===== config.mk =====
export PLATFORM = sky130hd
export DESIGN_NAME = multicycle_main_control
export DESIGN_NICKNAME = d
export VERILOG_FILES = /design/src/rtl/mc_ctrl_pkg.sv /design/src/rtl/mc_ctrl_outputs.sv /design/src/rtl/multicycle_main_control.sv
export SDC_FILE = /design/constraint.sdc
export NUM_CORES = 1
export LEC_CHECK = 0
export CORE_MARGIN = 2
export CORE_UTILIZATION = 40
export DETAILED_ROUTE_END_ITERATION = 12
export PLACE_DENSITY = 0.8
export SLEW_MARGIN = 20
export SYNTH_ARGS = -nofsm -noshare
export SYNTH_HDL_FRONTEND = slang
export SYNTH_SLANG_ARGS = --single-unit

===== constraint.sdc =====
create_clock -name clk -period 2.6 [get_ports clk]
set_clock_uncertainty 0.2 [all_clocks]
set_input_delay 0.65 -clock clk [delete_from_list [all_inputs] [get_ports clk]]
set_output_delay 0.65 -clock clk [all_outputs]
set_load 0.1 [all_outputs]

===== src/rtl/mc_ctrl_pkg.sv =====
// Shared encodings for the multicycle MIPS main control: opcodes, FSM states,
// ALU/mux select codes and the control word driven into the datapath.
package mc_ctrl_pkg;

    localparam logic [5:0] OP_RTYPE = 6'b000000;
    localparam logic [5:0] OP_LW    = 6'b100011;
    localparam logic [5:0] OP_SW    = 6'b101011;
    localparam logic [5:0] OP_BEQ   = 6'b000100;
    localparam logic [5:0] OP_ORI   = 6'b001101;
    localparam logic [5:0] OP_J     = 6'b000010;

    typedef enum logic [3:0] {
        S_FETCH    = 4'd0,
        S_DECODE   = 4'd1,
        S_MEM_ADDR = 4'd2,
        S_MEM_RD   = 4'd3,
        S_MEM_WB   = 4'd4,
        S_MEM_WR   = 4'd5,
        S_R_EX     = 4'd6,
        S_R_WB     = 4'd7,
        S_BRANCH   = 4'd8,
        S_JUMP     = 4'd9,
        S_ORI_EX   = 4'd10,
        S_ORI_WB   = 4'd11
    } state_e;

    localparam logic [1:0] ALUOP_SUB   = 2'b00;
    localparam logic [1:0] ALUOP_ADD   = 2'b01;
    localparam logic [1:0] ALUOP_RTYPE = 2'b10;
    localparam logic [1:0] ALUOP_OR    = 2'b11;

    localparam logic [1:0] SRCB_B       = 2'b00;
    localparam logic [1:0] SRCB_FOUR    = 2'b01;
    localparam logic [1:0] SRCB_IMM     = 2'b10;
    localparam logic [1:0] SRCB_IMM_SH2 = 2'b11;

    localparam logic [1:0] PCSRC_ALU    = 2'b00;
    localparam logic [1:0] PCSRC_ALUOUT = 2'b01;
    localparam logic [1:0] PCSRC_JUMP   = 2'b10;

    typedef struct packed {
        logic       pc_write;
        logic       pc_write_cond;
        logic       iord;
        logic       mem_read;
        logic       mem_write;
        logic       ir_write;
        logic       memto_reg;
        logic       reg_dst;
        logic       reg_write;
        logic       ext_op;
        logic       alu_src_a;
        logic [1:0] alu_src_b;
        logic [1:0] pc_source;
        logic [1:0] alu_op;
    } ctrl_t;

endpackage


===== src/rtl/mc_ctrl_outputs.sv =====
// Combinational decode of the current FSM state into the datapath control word.
module mc_ctrl_outputs
    import mc_ctrl_pkg::*;
(
    input  logic   rst_n,
    input  state_e state,
    input  logic   mem_ready,
    output ctrl_t  ctrl
);

    always_comb begin
        ctrl        = '0;
        ctrl.ext_op = 1'b1;
        case (state)
            S_FETCH: begin
                ctrl.mem_read  = 1'b1;
                ctrl.alu_src_b = SRCB_FOUR;
                ctrl.alu_op    = ALUOP_ADD;
                ctrl.ir_write  = mem_ready;
                ctrl.pc_write  = mem_ready;
            end
            S_DECODE: begin
                ctrl.alu_src_b = SRCB_IMM_SH2;
                ctrl.alu_op    = ALUOP_ADD;
            end
            S_MEM_ADDR: begin
                ctrl.alu_src_a = 1'b1;
                ctrl.alu_src_b = SRCB_IMM;
                ctrl.alu_op    = ALUOP_ADD;
            end
            S_MEM_RD: begin
                ctrl.mem_read = 1'b1;
                ctrl.iord     = 1'b1;
            end
            S_MEM_WB: begin
                ctrl.reg_write = 1'b1;
                ctrl.memto_reg = 1'b1;
            end
            S_MEM_WR: begin
                ctrl.mem_write = 1'b1;
                ctrl.iord      = 1'b1;
            end
            S_R_EX: begin
                ctrl.alu_src_a = 1'b1;
                ctrl.alu_src_b = SRCB_B;
                ctrl.alu_op    = ALUOP_RTYPE;
            end
            S_R_WB: begin
                ctrl.reg_write = 1'b1;
                ctrl.reg_dst   = 1'b1;
            end
            S_BRANCH: begin
                ctrl.alu_src_a     = 1'b1;
                ctrl.alu_src_b     = SRCB_B;
                ctrl.alu_op        = ALUOP_SUB;
                ctrl.pc_write_cond = 1'b1;
                ctrl.pc_source     = PCSRC_ALUOUT;
            end
            S_JUMP: begin
                ctrl.pc_write  = 1'b1;
                ctrl.pc_source = PCSRC_JUMP;
            end
            S_ORI_EX: begin
                ctrl.alu_src_a = 1'b1;
                ctrl.alu_src_b = SRCB_IMM;
                ctrl.ext_op    = 1'b0;
                ctrl.alu_op    = ALUOP_OR;
            end
            S_ORI_WB: begin
                ctrl.reg_write = 1'b1;
            end
            default: begin
            end
        endcase
        // Reset overrides everything, including the mem_ready-gated fetch strobes.
        if (!rst_n) begin
            ctrl = '0;
        end
    end

endmodule


===== src/rtl/multicycle_main_control.sv =====
// Main control FSM of the multicycle MIPS datapath: instruction sequencing,
// retire/illegal-op pulses and the retired-instruction counter.
module multicycle_main_control
    import mc_ctrl_pkg::*;
#(
    parameter int unsigned CNT_W = 16
) (
    input  logic             clk,
    input  logic             rst_n,
    input  logic [5:0]       Op,
    input  logic             mem_ready,
    output logic             PCWrite,
    output logic             PCWriteCond,
    output logic             IorD,
    output logic             MemRead,
    output logic             MemWrite,
    output logic             IRWrite,
    output logic             MemtoReg,
    output logic             RegDst,
    output logic             RegWrite,
    output logic             ExtOp,
    output logic             ALUSrcA,
    output logic [1:0]       ALUSrcB,
    output logic [1:0]       PCSource,
    output logic [1:0]       ALU_op,
    output logic             instr_done,
    output logic             illegal_op,
    output logic [CNT_W-1:0] retired_cnt,
    output logic [3:0]       state_dbg
);

    state_e           state_q, state_d;
    logic             instr_done_q, instr_done_d;
    logic             illegal_op_q, illegal_op_d;
    logic [CNT_W-1:0] retired_cnt_q, retired_cnt_d;
    logic             retire;
    logic             illegal;
    ctrl_t            ctrl;

    always_comb begin
        state_d = state_q;
        retire  = 1'b0;
        illegal = 1'b0;
        case (state_q)
            S_FETCH: begin
                if (mem_ready) state_d = S_DECODE;
            end
            S_DECODE: begin
                case (Op)
                    OP_LW, OP_SW: state_d = S_MEM_ADDR;
                    OP_RTYPE:     state_d = S_R_EX;
                    OP_BEQ:       state_d = S_BRANCH;
                    OP_J:         state_d = S_JUMP;
                    OP_ORI:       state_d = S_ORI_EX;
                    default: begin
                        state_d = S_FETCH;
                        illegal = 1'b1;
                    end
                endcase
            end
            S_MEM_ADDR: state_d = (Op == OP_SW) ? S_MEM_WR : S_MEM_RD;
            S_MEM_RD: begin
                if (mem_ready) state_d = S_MEM_WB;
            end
            S_MEM_WR: begin
                if (mem_ready) begin
                    state_d = S_FETCH;
                    retire  = 1'b1;
                end
            end
            S_R_EX:   state_d = S_R_WB;
            S_ORI_EX: state_d = S_ORI_WB;
            S_MEM_WB, S_R_WB, S_ORI_WB, S_BRANCH, S_JUMP: begin
                state_d = S_FETCH;
                retire  = 1'b1;
            end
            default: state_d = S_FETCH;
        endcase
        instr_done_d  = retire;
        illegal_op_d  = illegal;
        retired_cnt_d = retired_cnt_q + {{(CNT_W-1){1'b0}}, retire};
    end

    always_ff @(posedge clk) begin
        if (!rst_n) begin
            state_q       <= S_FETCH;
            instr_done_q  <= 1'b0;
            illegal_op_q  <= 1'b0;
            retired_cnt_q <= '0;
        end else begin
            state_q       <= state_d;
            instr_done_q  <= instr_done_d;
            illegal_op_q  <= illegal_op_d;
            retired_cnt_q <= retired_cnt_d;
        end
    end

    mc_ctrl_outputs u_outputs (
        .rst_n     (rst_n),
        .state     (state_q),
        .mem_ready (mem_ready),
        .ctrl      (ctrl)
    );

    assign PCWrite     = ctrl.pc_write;
    assign PCWriteCond = ctrl.pc_write_cond;
    assign IorD        = ctrl.iord;
    assign MemRead     = ctrl.mem_read;
    assign MemWrite    = ctrl.mem_write;
    assign IRWrite     = ctrl.ir_write;
    assign MemtoReg    = ctrl.memto_reg;
    assign RegDst      = ctrl.reg_dst;
    assign RegWrite    = ctrl.reg_write;
    assign ExtOp       = ctrl.ext_op;
    assign ALUSrcA     = ctrl.alu_src_a;
    assign ALUSrcB     = ctrl.alu_src_b;
    assign PCSource    = ctrl.pc_source;
    assign ALU_op      = ctrl.alu_op;
    assign instr_done  = instr_done_q;
    assign illegal_op  = illegal_op_q;
    assign retired_cnt = retired_cnt_q;
    assign state_dbg   = state_q;

endmodule


==> results of run 1 <==
-- layout by cell type (no fill, tap or decap), types with 4 or more instances in the layout --
cell type        instances
clkdlybuf4s50_1          6
buf_4                   35
dfxtp_1                 18
a21oi_1                  5
buf_12                  18
xor2_1                   7
nor4_1                   4
nand2_1                 13
xnor2_1                  9
dfxtp_4                  4
o21ai_0                  4
nor3_1                   4
nor2_2                   5
nand3_1                  7
nor2_1                  19
nor2_4                   5
nand4_1                  7
inv_1                    4
-- registers in the layout, summed over array words and instances, names as in the netlist --
name / count
retired_cnt: 16
state_dbg: 4
illegal_op: 1
instr_done: 1
-- power groups by stage --
stage / Sequential, mW / Combinational (mW) / Clock, mW
6_report: 0.344 / 0.193 / 0.266
2_1_floorplan: 0.361 / 0.108 / 0
5_1_grt: 0.345 / 0.202 / 0.287
3_3_place_gp: 0.350 / 0.184 / 0
4_1_cts: 0.343 / 0.191 / 0.270
3_5_place_dp: 0.351 / 0.188 / 0
-- synth_stat cells, types with 3 or more instances --
| cell type | count | area share [%] |
|---|---|---|
| xor2_1 | 7 | 4.6 |
| nand2_1 | 15 | 4.3 |
| inv_1 | 5 | 1.4 |
| a21oi_1 | 6 | 2.3 |
| nand3b_1 | 3 | 1.7 |
| o21ai_0 | 4 | 1.5 |
| and2_1 | 4 | 1.9 |
| clkbuf_1 | 7 | 2.0 |
| nor3_1 | 6 | 2.3 |
| nand2b_1 | 4 | 1.9 |
| and3_1 | 5 | 2.4 |
| nand3_1 | 7 | 2.7 |
| nor2_1 | 29 | 8.3 |
| xnor2_1 | 9 | 6.0 |
| dfxtp_1 | 22 | 33 |
| nor4_1 | 8 | 3.8 |
| nand4_1 | 7 | 3.3 |
-- worst max-delay path: cells and delay by family --
family	cells	cell delay (ps)
buffers and inverters	4	600
and+or+nand+nor	3	450
-- metal layers --
layer	track usage, %	share of wire, %
met3	3.36	4.2
met4	9.42	1.6
met1	27.8	41
met2	42.7	53
met5	0	0
-- final cells by class --
cell class	instances	area [um2]	share of cell area, %
multi-input combinational	139	1010	43.3
timing repair buffer	63	727	31.2
sequential	22	455	19.6
tap	44	55.1	2.36
inverter	5	31.3	1.34
clock inverter	1	30.0	1.29
clock buffer	3	22.5	0.967
-- worst min path at each step --
stage | endpoint | slack [ps] | depth (start not counted)
finish | retired_cnt[13] | 370 | 2
global route | retired_cnt[15] | 370 | 2
CTS | retired_cnt[13] | 370 | 2
detailed placement | retired_cnt[13] | 350 | 2
global placement | retired_cnt[15] | 260 | 2
floorplan | state_dbg[0] | 620 | 4
-- cells by family (layout without fill, tap and decap cells) --
kind of cell / Yosys count / count (layout) / share of synthesized area (%)
xor+xnor: 16 / 16 / 10.6
simple gates: 99 / 99 / 39.6
buf+inv: 14 / 72 / 4.08
fa+ha+maj: 2 / 2 / 1.90
compound gates: 22 / 22 / 10.4
flops: 22 / 22 / 33.4
-- what timing repair did --
| item | 4_1_cts | 5_1_grt |
|---|---|---|
| pin swaps | 0 | 1 |
| cloned | 0 | 0 |
| hold buffers | 0 | 0 |
| resized for setup | 7 | 10 |
| setup endpoints to repair | 17 | 8 |
-- stage by stage --
stage	cell area [um2]	hold slack (ps)	utilization (%)
2_1_floorplan	1520	619	-
3_3_place_gp	2210	265	71.4
3_5_place_dp	2210	347	71.4
4_1_cts	2280	368	73.6
5_1_grt	2330	373	75.0
6_report	2330	369	75.0
==> flow_summary.yaml, run 1 <==
status:
  outcome: "completed"
power_and_ir_drop:
  intPower_uw: 564
  switching_share_pct: 29.7
  p_leak_nw: 0.898
  switching_power_uw: 238
  ir_drop_mv: 0.199
  p_clk_share_pct: 33.1
  pwr-share-comb_pct: 24.0
  p_seq_share_pct: 42.8
  powerDensity_nw_per_um2: 345
  p_total_uw: 803
timing:
  setup_viol: 0
  max_slew_margin_pct: 71.1
  timing.fmax_ghz: 0.391
  max_slew.worst_pin.slew_ps: 430
  final-hold-violation-count: 0
  finalCriticalPeriod_ps: 2560
  tns_ps: 0
  slew_violations: 0
  period_share_pct: 98.4
  rsz0062_at_grt: "false"
  worst_slack_ps: 42.4
global_routing:
  grt_pass1_wl_um: 6600
  grt-ovfl-total: 0
  grt_max_degree: 23
  grt_usage_pct: 23.5
  antenna_found_initial: 0
  grt_pass1_vias: 1419
yosys:
  yosysUniqueCellTypes: 38
  synth_flop_cell: "dfxtp_1"
  syn_nets: 186
  synth-edff-count: 0
  syn_area_um2: 1320
  yosysSeqAreaShare_pct: 33.4
  ys_seq_elements: 22
  synthCells: 175
  ys_warn_count: 0
  synth-async-reset-ratio_pct: 0
  avgSynthCellArea_um2: 7.54
clocking:
  clk_latency_ps: 310
  cts_buffers: 3
  cts_tree: "done"
  cts_buffer_depth: 2
  post_cts_buffers: 0
  clk_pin_slew_ps: 130
  clkSinkCount: 22
  htree_levels: 1
  root_buffer: "clkbuf_4"
detailed_routing:
  viasPerCell: 5.36
  routedWlPerCell_um: 14.1
  ant_nets: 0
  dr.pass1.iters: 4
  drc: 0
  via_count: 1486
  first_iter_violations: 120
  wirelength_um: 3910
setup_path:
  r2r.worst_path.cells: 10
  cp.arrival_ps: 1710
  r2r-end: "retired_cnt[15]"
  rr_startpoint: "state_dbg[0]"
  cp-start-kind: "input port"
  slowest_delay_ps: 240
  cp-startpoint: "rst_n"
  crit_required_ps: 1750
  crit_path_max_fanout: 4
  worst_setup_path_end_kind: "primary output"
  cp-endpoint: "PCWrite"
  crit_slowest_cell: "dlygate4sd2_1"
  rrSetupSlack_ps: 270
  worstPathCellList: "dlygate4sd2_1 -> buf_6 -> inv_12 -> nor2_2 -> and3_4 -> or2_4 -> buf_12"
  path_class: "input port to primary output"
floorplanning:
  core.rowCount: 20
  die_y_um: 61.4
  die_area_um2: 3770
  core_area_um2: 3100
  die_width_um: 61.4
  start_util_pct: 42.5
  io_pins: 48
placed_design:
  dp_cells: 273
  pre_cts_ws_ps: -261
  dp_hpwl_um: 3040
  globalplace.congestion: 0.831
  numPortBuffers: 47
job:
  maxCapViolations: 0
layout:
  diodes: 0
  drive_gt1_share_pct: 41.2
  nets: 245
  syn_to_final_growth_pct: 76.6
  nFillCells: 247
  fin_cells: 277
min_path:
  min-delay-start: "retired_cnt[13]"
  holdCritPathClass: "register to register"
Power figures use the tool's default switching activity.
==> inputs of run 2 (changes only) <==
- CORE_ASPECT_RATIO: unset -> 1.4
- SLEW_MARGIN: 20 -> unset
- clock period: 2.6 -> 2.95 ns (I/O delays scaled with it)
==> flow_summary.yaml, run 2 (synthesis results as in run 1) <==
layout:
  diodes: 0
  seq_area_um2: 448
  syn_to_final_growth_pct: 65.8
  largest_reg_flops: 16
  nets: 241
  final_cell_mix: "buf_4 (34), nor2_1 (23), dfxtp_1 (18)"
  drive_gt1_share_pct: 34.9
  nFillCells: 249
  fin_cells: 268
  layout_commonest_cell: "buf_4"
  final_core_util_pct: 70.0
  multi_input_area_um2: 931
placed_design:
  globalplace.congestion: 0.851
  dp_cells: 264
  dp_hpwl_um: 2980
  pre_cts_ws_ps: -70.4
  numPortBuffers: 47
floorplanning:
  core.rowCount: 24
  die_width_um: 52.5
  core_area_um2: 3120
  io_pins: 48
  die_y_um: 71.9
  start_util_pct: 42.2
  die_area_um2: 3780
timing:
  rsz0062_at_grt: "false"
  finalCriticalPeriod_ps: 2840
  worst_slack_ps: 107
  max_slew.worst_pin.slew_ps: 489
  hold-worst-slack_ps: 287
  final-hold-violation-count: 0
  max_slew_margin_pct: 67.3
  timing.fmax_ghz: 0.352
  setup_viol: 0
  period_share_pct: 96.4
  slew_violations: 0
global_routing:
  met2_usage_pct: 40.1
  grt_max_degree: 23
  antenna_found_initial: 0
  use_met3_pct: 3.09
  grt-ovfl-total: 0
  grt_busiest_layer: "met2"
  grt_pass1_wl_um: 6150
  grt_pass1_vias: 1389
  grt_use_met1_pct: 22.2
  grt_usage_pct: 21.6
detailed_routing:
  drc: 0
  viasPerCell: 5.59
  first_iter_violations: 41
  via_count: 1499
  dr.pass1.iters: 4
  ant_nets: 0
  routedWlPerCell_um: 14.2
  wirelength_um: 3810
setup_path:
  crit_buf_inv: 3
  path_class: "input port to primary output"
  crit_slowest_cell: "clkdlybuf4s50_1"
  crit_path_max_fanout: 5
  worstPathCellList: "clkdlybuf4s50_1 -> buf_4 -> nand2_1 -> nor2_4 -> or2_4 -> buf_12"
  worst_setup_path_end_kind: "primary output"
  cp-start-kind: "input port"
  cp-startpoint: "mem_ready"
  crit_required_ps: 2010
  crit_family: "buffers and inverters"
  slowest_delay_ps: 420
  rr_startpoint: "state_dbg[1]"
  cp.arrival_ps: 1910
clocking:
  cts_hold_buf: 0
  post_cts_resized: 3
  root_buffer: "clkbuf_8"
  clk_pin_slew_ps: 80
  htree_levels: 1
  clkSinkCount: 22
  cts_buffers: 3
  post_cts_buffers: 0
  clk_latency_ps: 270
  cts_buffer_depth: 2
  cts_tree: "done"
power_and_ir_drop:
  powerDensity_nw_per_um2: 326
  ir_drop_mv: 0.281
  p_leak_nw: 0.857
  p_total_uw: 714
status:
  outcome: "completed"
min_path:
  min-delay-start: "retired_cnt[15]"
  holdCritPathClass: "register to register"
job:
  maxCapViolations: 0
## run 2: changes by cell type in the layout (fill, tap and decap cells not counted), moves of 3 or more
cell	delta
dfxtp_2	+3
nor2_1	+4
clkbuf_8	+3
dfxtp_4	-3
clkbuf_4	-3
## run 2: path summary, 6_finish.rpt
check	slack, ps	cells after the start	endpoint
min	290	2	retired_cnt[15]
min reg2reg	290	2	retired_cnt[15]
max	110	6	PCWrite
max reg2reg	530	10	retired_cnt[14]
## run 2: where the power goes
part / internal, mW / leakage, nW / switching (mW)
sequential: 0.298 / 0.180 / 0.00583
clock: 0.147 / 0.0339 / 0.105
combinational: 0.0565 / 0.643 / 0.101
total: 0.502 / 0.857 / 0.211
## run 2: stage by stage
stage / TNS [ps] / instance area, um2
global route: 0 / 2190
detailed placement: -97.8 / 2110
global placement: -36.6 / 2110
finish: 0 / 2190
floorplan: -215 / 1440
CTS: 0 / 2190
## run 2: routing by layer
| metal | vias up | wire (um) |
|---|---|---|
| li1 | 726 | - |
| met1 | 704 | 1330 |
| met2 | 59 | 2170 |
| met3 | 10 | 178 |
| met4 | 0 | 127 |
| met5 | - | 0 |
## run 2: layout make-up
| type | count | area share [%] |
|---|---|---|
| clock buffer | 4 | 3.03 |
| sequential | 22 | 20.5 |
| inverter | 5 | 0.858 |
| multi-input combinational | 139 | 42.6 |
| timing repair buffer | 59 | 30.8 |
| tap | 39 | 2.23 |
## run 2: worst register-to-register path, stage by stage (launching register included)
cell and delay [ps]:
dfxtp_2 430, and2b_2 280, nand2_1 80, a21oi_1 90, nor3_1 190, ha_1 220, ha_1 170, inv_1 80
nor4_1 360, xnor2_1 160, nor2_1 50
==> inputs of run 3 (changes only) <==
- ABC_CLOCK_PERIOD_IN_PS: unset -> 2950
- DONT_BUFFER_PORTS: unset -> 1
- PLACE_DENSITY: 0.8 -> 0.61
==> flow_summary.yaml, run 3 (synthesis results as in run 1) <==
global_routing:
  grt_pass1_wl_um: 6030
  grt-ovfl-total: 0
  grt_max_degree: 23
  grt_pass1_vias: 1327
  grt_usage_pct: 20.9
  antenna_found_initial: 0
setup_path:
  worst_setup_path_end_kind: "primary output"
  crit_slowest_cell: "dfxtp_4"
  cp.arrival_ps: 1700
  crit_path_max_fanout: 15
  crit_required_ps: 2010
  r2r.worst_path.cells: 10
  worstPathCellList: "buf_4 -> nand2_1 -> o32a_1 -> nor2_4 -> buf_12"
  cp-start-kind: "register"
  slowest_delay_ps: 440
  path_class: "register to primary output"
detailed_routing:
  viasPerCell: 5.50
  drc: 0
  first_iter_violations: 50
  routed.top_layer: "met4"
  via_count: 1374
  wirelength_um: 3560
  drt-met1-wl_um: 1240
  routedWlPerCell_um: 14.2
  dr_wl_met2_um: 2060
  wl_met3_um: 157
  dr.pass1.iters: 4
  ant_nets: 0
placed_design:
  dp_hpwl_um: 2840
  globalplace.congestion: 0.869
  pre_cts_ws_ps: 466
  dp_cells: 246
  numPortBuffers: 0
  place_area_um2: 1880
floorplanning:
  core.rowCount: 24
  die_area_um2: 3780
  die_y_um: 71.9
  die_width_um: 52.5
  start_util_pct: 42.2
  core_area_um2: 3120
  io_pins: 48
timing:
  max_slew.worst_pin.slew_ps: 986
  slew_violations: 0
  worst_slack_ps: 308
  max_slew_margin_pct: 34.2
  finalCriticalPeriod_ps: 2640
  setup_viol: 0
  final-hold-violation-count: 0
  rsz0062_at_grt: "false"
  period_share_pct: 89.6
  timing.fmax_ghz: 0.378
layout:
  stdcell_area_um2: 1940
  diodes: 0
  layout_commonest_cell: "buf_4"
  final_cell_mix: "buf_4 (30), nor2_1 (23), dfxtp_1 (18)"
  fin_cells: 250
  nets: 223
  drive_gt1_share_pct: 32.2
  syn_to_final_growth_pct: 47.1
  final_core_util_pct: 62.1
  largest_reg_flops: 16
min_path:
  worstHoldPathCells: 2
  holdCritPathClass: "register to register"
power_and_ir_drop:
  switching_power_uw: 195
  powerDensity_nw_per_um2: 334
  p_seq_share_pct: 46.8
  p_leak_nw: 0.746
  p_total_uw: 647
  switching_share_pct: 30.2
  ir_drop_mv: 0.223
  p_clk_share_pct: 34.0
  pwr-share-comb_pct: 19.2
  intPower_uw: 452
clocking:
  post_cts_buffers: 0
  clk_pin_slew_ps: 80
  cts_buffers: 3
  clkSinkCount: 22
  clk_latency_ps: 270
  root_buffer: "clkbuf_8"
  post_cts_resized: 0
  cts_buffer_depth: 2
  htree_levels: 1
  cts_hold_buf: 0
  cts_tree: "done"
job:
  maxCapViolations: 0
status:
  outcome: "completed"
[run 3: cell count changes in the layout (fill, tap and decap cells not counted)]
cell	delta
inv_2	-1
clkbuf_16	-1
clkdlybuf4s50_1	-7
buf_4	-4
inv_1	+1
nand2b_1	+1
clkbuf_8	+1
buf_12	-6
nand2b_4	-1
dlygate4sd2_1	-1
[run 3: layout make-up]
class | count | area, um2
inverters | 5 | 18.8
clock buffers | 4 | 55.1
repair buffers | 41 | 445
flip-flops and latches | 22 | 448
fillers | 299 | 1180
well taps | 39 | 48.8
multi-input cells | 139 | 923
[run 3: power groups by stage]
stage	Sequential [mW]	Combinational, mW	Clock, mW
3_3_place_gp	0.310	0.123	0
4_1_cts	0.303	0.125	0.228
5_1_grt	0.304	0.130	0.242
2_1_floorplan	0.321	0.0879	0
6_report	0.303	0.124	0.220
3_5_place_dp	0.310	0.124	0
[run 3: worst max-delay path: cells and delay by family (launching register included)]
family | cells | cell delay, ps
and+or+nand+nor | 2 | 230
buffers and inverters | 2 | 530
DFF | 1 | 440
AOI/OAI and AO/OA | 1 | 230
[run 3: per-layer routing]
layer | track usage, % | up-vias
met3 | 3.09 | 7
met1 | 23.0 | 641
li1 | - | 691
met2 | 37.8 | 35
met5 | 0 | -
met4 | 10.5 | 0
[run 3: worst paths after layout]
kind	start	to	slack, ps
setup / recovery	state_dbg[0]	RegWrite	310
hold reg to reg	retired_cnt[4]	retired_cnt[4]	330
setup reg to reg	state_dbg[0]	retired_cnt[12]	570
hold / removal	retired_cnt[4]	retired_cnt[4]	330
[run 3: stage by stage]
step,TNS [ps],hold slack [ps]
CTS,0,334
finish,0,328
global placement,0,297
floorplan,-215,666
global route,0,368
detailed placement,0,314
